File: src/rtl/fetch_decode_buffer.sv
`default_nettype none
// ============================================================================
//  Module      : fetch_decode_buffer
//  Description : Program counter and IF/ID pipeline register. Applies PC-hold,
//                IF/ID-hold and flush controls, inserts NOP bubbles, and keeps
//                a saturating stall counter plus a sticky hold-timeout flag.
//  Revision    : 1.0 - initial release
// ============================================================================
module fetch_decode_buffer #(
    parameter int              SIZE     = 16,
    parameter logic [SIZE-1:0] RESET_PC = '0,
    parameter int              MAX_HOLD = 8
) (
    input  logic            clk,
    input  logic            rst,
    input  logic            pcWrite,
    input  logic            fetchWrite,
    input  logic            flush,
    input  logic [SIZE-1:0] branchTarget,
    input  logic [SIZE-1:0] instrIn,
    output logic [SIZE-1:0] pc,
    output logic [SIZE-1:0] instrOut,
    output logic [SIZE-1:0] pcPlus2Out,
    output logic            validOut,
    output logic [1:0]      state,
    output logic [15:0]     stallCount,
    output logic            holdTimeout
);

    typedef enum logic [1:0] {
        ST_RUN    = 2'd0,
        ST_HOLD   = 2'd1,
        ST_BUBBLE = 2'd2
    } state_t;

    localparam logic [SIZE-1:0] c_PC_STEP   = SIZE'(2);
    localparam logic [7:0]      c_MAX_HOLD  = 8'(MAX_HOLD);
    localparam logic [7:0]      c_RUN_MAX   = 8'hFF;
    localparam logic [15:0]     c_STALL_MAX = 16'hFFFF;

    state_t          r_state;
    state_t          w_state_next;
    logic [SIZE-1:0] r_pc;
    logic [SIZE-1:0] r_instr;
    logic [SIZE-1:0] r_pc_plus2;
    logic            r_valid;
    logic [15:0]     r_stall_cnt;
    logic [7:0]      r_hold_run;
    logic            r_timeout;

    logic [SIZE-1:0] w_pc_plus2;
    logic            w_stall;
    logic [7:0]      w_hold_run_inc;

    // A stall cycle is a held IF/ID with no flush overriding it.
    assign w_pc_plus2     = r_pc + c_PC_STEP;
    assign w_stall        = fetchWrite & ~flush;
    assign w_hold_run_inc = (r_hold_run == c_RUN_MAX) ? c_RUN_MAX : r_hold_run + 8'd1;

    // Next-state logic: flush always forces a bubble, otherwise hold tracks fetchWrite.
    always_comb begin
        w_state_next = ST_RUN;
        case (r_state)
            ST_RUN, ST_HOLD, ST_BUBBLE: begin
                if (flush) begin
                    w_state_next = ST_BUBBLE;
                end else if (fetchWrite) begin
                    w_state_next = ST_HOLD;
                end else begin
                    w_state_next = ST_RUN;
                end
            end
            default: begin
                w_state_next = flush ? ST_BUBBLE : ST_RUN;
            end
        endcase
    end

    // State register.
    always_ff @(posedge clk) begin
        if (rst) begin
            r_state <= ST_RUN;
        end else begin
            r_state <= w_state_next;
        end
    end

    // PC and IF/ID register: flush redirects and squashes, holds freeze each side independently.
    always_ff @(posedge clk) begin
        if (rst) begin
            r_pc       <= RESET_PC;
            r_instr    <= '0;
            r_pc_plus2 <= '0;
            r_valid    <= 1'b0;
        end else if (flush) begin
            r_pc       <= branchTarget;
            r_instr    <= '0;
            r_pc_plus2 <= '0;
            r_valid    <= 1'b0;
        end else begin
            if (!pcWrite) begin
                r_pc <= w_pc_plus2;
            end
            if (!fetchWrite) begin
                r_instr    <= instrIn;
                r_pc_plus2 <= w_pc_plus2;
                r_valid    <= 1'b1;
            end
        end
    end

    // Debug counters: consecutive-hold run with sticky timeout, and total stall cycles.
    always_ff @(posedge clk) begin
        if (rst) begin
            r_hold_run  <= 8'd0;
            r_timeout   <= 1'b0;
            r_stall_cnt <= 16'd0;
        end else if (w_stall) begin
            r_hold_run <= w_hold_run_inc;
            if (w_hold_run_inc == c_MAX_HOLD) begin
                r_timeout <= 1'b1;
            end
            if (r_stall_cnt != c_STALL_MAX) begin
                r_stall_cnt <= r_stall_cnt + 16'd1;
            end
        end else begin
            r_hold_run <= 8'd0;
        end
    end

    assign pc          = r_pc;
    assign instrOut    = r_instr;
    assign pcPlus2Out  = r_pc_plus2;
    assign validOut    = r_valid;
    assign state       = r_state;
    assign stallCount  = r_stall_cnt;
    assign holdTimeout = r_timeout;

endmodule
`default_nettype wire

File: config.mk
export PLATFORM = sky130hd
export DESIGN_NAME = fetch_decode_buffer
export DESIGN_NICKNAME = d
export VERILOG_FILES = /design/src/rtl/fetch_decode_buffer.sv
export SDC_FILE = /design/constraint.sdc
export NUM_CORES = 1
export LEC_CHECK = 0
export BUFFER_PORTS_ARGS = -buffer_cell sky130_fd_sc_hd__buf_4
export CAP_MARGIN = 20
export CORE_MARGIN = 5
export CORE_UTILIZATION = 23
export CTS_BUF_LIST = sky130_fd_sc_hd__clkbuf_16
export DETAILED_ROUTE_END_ITERATION = 12
export GPL_ROUTABILITY_DRIVEN = 0
export GPL_TIMING_DRIVEN = 0
export PLACE_DENSITY = 0.5
export RECOVER_POWER = 100
export SLEW_MARGIN = 20
export SYNTH_ARGS = -nofsm -noshare
export SYNTH_HDL_FRONTEND = slang
export SYNTH_SLANG_ARGS = --single-unit
File: constraint.sdc
create_clock -name clk -period 1.7 [get_ports clk]
set_input_delay 0.085 -clock clk [delete_from_list [all_inputs] [get_ports clk]]
set_output_delay 0.085 -clock clk [all_outputs]
set_load 0.02 [all_outputs]
==> impl_metrics.py <==
metrics = {
    "run_status": {
        "run_status": "completed",
    },
    "global_route": {
        "grt_use_total": 0.122,
        "grt_first_pass_wirelength_um": 17500,
        "first_global_vias": 3405,
        "antenna_found_initial": 0,
        "gr-total-overflow": 0,
        "grt_max_degree": 13,
    },
    "floorplan": {
        "fp.dieW_um": 133,
        "dieHeight_um": 133,
        "num_rows": 44,
        "coreArea_um2": 14600,
        "start_util": 0.236,
        "pin_count": 105,
        "dieArea_um2": 17600,
    },
    "pwr": {
        "ir_drop_v": 0.000504,
        "leakage_uw": 0.00186,
        "p_per_area_nw_per_um2": 811,
    },
    "critical_path": {
        "reg2reg_depth": 4,
        "path_max_fanout": 6,
        "cp_slowest_cell": "or3_4",
        "regToRegEndpoint": "stallCount[15]$_SDFFE_PP0P_",
        "start_kind": "flop",
        "cp_top_family": "simple AND/OR/NAND/NOR gates",
        "rr_startpoint": "stallCount[5]$_SDFFE_PP0P_",
        "cp-end-kind": "flop",
        "cp_num_buf_inv": 0,
        "critical_path_class": "flop to flop",
        "required_ps": 1920,
        "worstSetupStartpoint": "stallCount[5]$_SDFFE_PP0P_",
        "cp_cell_sequence": "nand3_2 > or3_4 > nor4_4 > mux2_2",
        "cpPeakStageDelay_ps": 440,
        "r2r_slack_ps": 5,
        "arrival_ps": 1920,
    },
    "clocking": {
        "cts_buffers": 9,
        "cts_tree": "built",
        "clkTransAtPathRegs_ps": 60,
        "clockRootBuffer": "clkbuf_16",
        "cts_buffer_depth": 2,
        "cts_sinks": 76,
        "clkLatencyLatePin_ps": 340,
        "htree_levels": 3,
    },
    "detailed_routing": {
        "drt_pass1_iterations": 4,
        "wl_per_cell_um": 14.8,
        "num_vias": 3397,
        "m1WireLength_um": 4940,
        "wl_met2_um": 4910,
        "antenna_left": 0,
        "drt_wl_total_um": 10700,
        "drc": 0,
        "drt_iter0_drc": 172,
        "highest_layer": "met4",
        "met3_length_um": 750,
        "viasPerCell": 4.68,
    },
    "yosys": {
        "synth.distinct_cells": 49,
        "synth_simple_gate_area_share": 0.239,
        "synth_nets": 435,
        "synth_edf_count": 0,
        "synthXorXnorAreaFrac": 0.0633,
        "synth_mux_area_frac": 0.0825,
        "synth_flop_cell": "dfxtp_1",
        "synth-compound-area-share": 0.128,
        "synth_top_family_by_area": "simple AND/OR/NAND/NOR gates",
        "synthAdderAreaFrac": 0.0108,
        "synth_area_um2": 3460,
        "yosys_warnings": 0,
        "synth_area_per_cell_um2": 8.76,
        "synthArstFlopShare": 0,
        "ys_seq_area_frac": 0.440,
        "syn_inst": 395,
        "ys_ff_latch": 76,
    },
    "cells_and_area": {
        "area.growth.synth_to_final_pct": 45.7,
        "layout_common_cells": "72 x buf_4, 58 x dfxtp_1, 57 x clkbuf_1",
        "fin_nets": 577,
        "final_common_cell": "buf_4",
        "drive_gt1_frac": 0.258,
        "diodes": 0,
        "nFillCells": 1581,
    },
    "worst_hold_path": {
        "hold_end": "pc[7]$_SDFFE_PP0N_",
        "hold_class": "input port to flop",
        "holdPathStages": 3,
        "worstHoldStart": "branchTarget[7]",
    },
    "sta": {
        "tns_ps": 0,
        "final.setup.worst_slack_ps": 5.23,
        "finalCriticalPeriod_ps": 1690,
        "finalHoldViolCount": 0,
        "skew_ps": 7.47,
        "slew_headroom": 0.539,
        "final-setup-viol-count": 0,
        "report.final.slew_viol_count": 0,
        "rsz0062_at_grt": "true",
        "max_freq_mhz": 590,
        "worst_pin_slew_ps": 692,
        "min_period_over_period": 0.997,
    },
    "placement": {
        "io_buffers": 103,
        "detailedPlace.worstSlack_ps": -246,
        "dp_hpwl_um": 7810,
    },
    "flow_run": {
        "cap_violations": 0,
    },
}
==> what timing repair did <==
action | CTS | global route
gates resized for setup | 20 | 26
endpoints found under the hold margin | 19 | 0
setup buffers | 7 | 6
pin swaps | 4 | 6
setup endpoints to repair | 23 | 25
hold buffers | 19 | 0
==> tightest hold or removal path, cell delays in order <==
cell      delay (ps)
buf_4            100
nor2_1            80
a211oi_1          50
==> cells by family (layout without fill, tap and decap cells) <==
kind of cell    Yosys count  in the layout
xor+xnor                 25             25
compound gates           73             73
mux                      28             28
flops                    76             76
simple gates            159            159
fa+ha+maj                 3              3
buf+inv                  31            178
==> state kept, by name, summed over array words and instances, names as in the netlist <==
name         cells
pcPlus2Out      16
instrOut        16
r_hold_run       8
pc              16
stallCount      16
validOut         1
state            2
holdTimeout      1
==> final cells by class <==
cell class | count | area [um2] | area share
buffer | 20 | 98.8 | 0.0196
clock buffer | 9 | 225 | 0.0447
clock inverter | 7 | 28.8 | 0.00571
inverter | 7 | 26.3 | 0.00521
multi-input combinational | 288 | 1980 | 0.394
sequential | 76 | 1570 | 0.311
tap | 184 | 230 | 0.0457
timing repair buffer | 135 | 881 | 0.175
==> synth_stat cells, types with 4 or more instances <==
cell / n / area (um2)
or3_1: 11 / 68.8
mux2i_1: 24 / 240
a211oi_1: 10 / 75.1
a31oi_1: 4 / 25.0
buf_1: 5 / 18.8
xor2_1: 6 / 52.6
nor2b_1: 6 / 37.5
a21oi_1: 26 / 130
a311oi_1: 5 / 43.8
nand4_1: 9 / 56.3
nand2_1: 20 / 75.1
mux2_2: 4 / 45.0
nor3_1: 12 / 60.1
nor2_1: 54 / 203
inv_1: 6 / 22.5
nand3_1: 15 / 75.1
dfxtp_1: 76 / 1520
nor4_1: 5 / 31.3
clkbuf_1: 14 / 52.6
xnor2_1: 19 / 166
o21ai_0: 19 / 95.1
==> power breakdown <==
group	total, uW	leakage, uW	switching, uW	internal [uW]
registers	1900	0.000630	60.5	1830
logic	517	0.00109	283	234
clock network	1670	0.000138	718	956
==> stage by stage <==
stage | power (uW) | utilization | cell area (um2) | std cells | hold WS, ps
floorplan | 2200 | - | 3520 | 395 | 219
global placement | 2430 | 0.309 | 4520 | 682 | 314
detailed placement | 2430 | 0.309 | 4520 | 682 | 325
CTS | 4190 | 0.348 | 5100 | 723 | 6.76
global route | 4320 | 0.344 | 5040 | 726 | 17.8
finish | 4090 | 0.344 | 5040 | 726 | 21.1
==> worst max-delay path by stage <==
| stage | endpoint | slack [ps] | cells past startpoint |
|---|---|---|---|
| after detailed placement | stallCount[0]$_SDFFE_PP0P_ | -250 | 4 |
| after floorplan | stallCount[13]$_SDFFE_PP0P_ | -50 | 5 |
| final | stallCount[15]$_SDFFE_PP0P_ | 5 | 4 |
| after CTS | pcPlus2Out[15]$_SDFFE_PP0N_ | 7 | 5 |
| after global routing | stallCount[13]$_SDFFE_PP0P_ | -60 | 5 |
| after global placement | stallCount[0]$_SDFFE_PP0P_ | -240 | 4 |
==> layer usage <==
metal,track usage,vias to the layer above
met5,0,-
met4,0.0352,0
met3,0.0513,13
met2,0.193,92
met1,0.152,1583
li1,-,1709
Note: power is estimated with default switching activity, not from simulation.
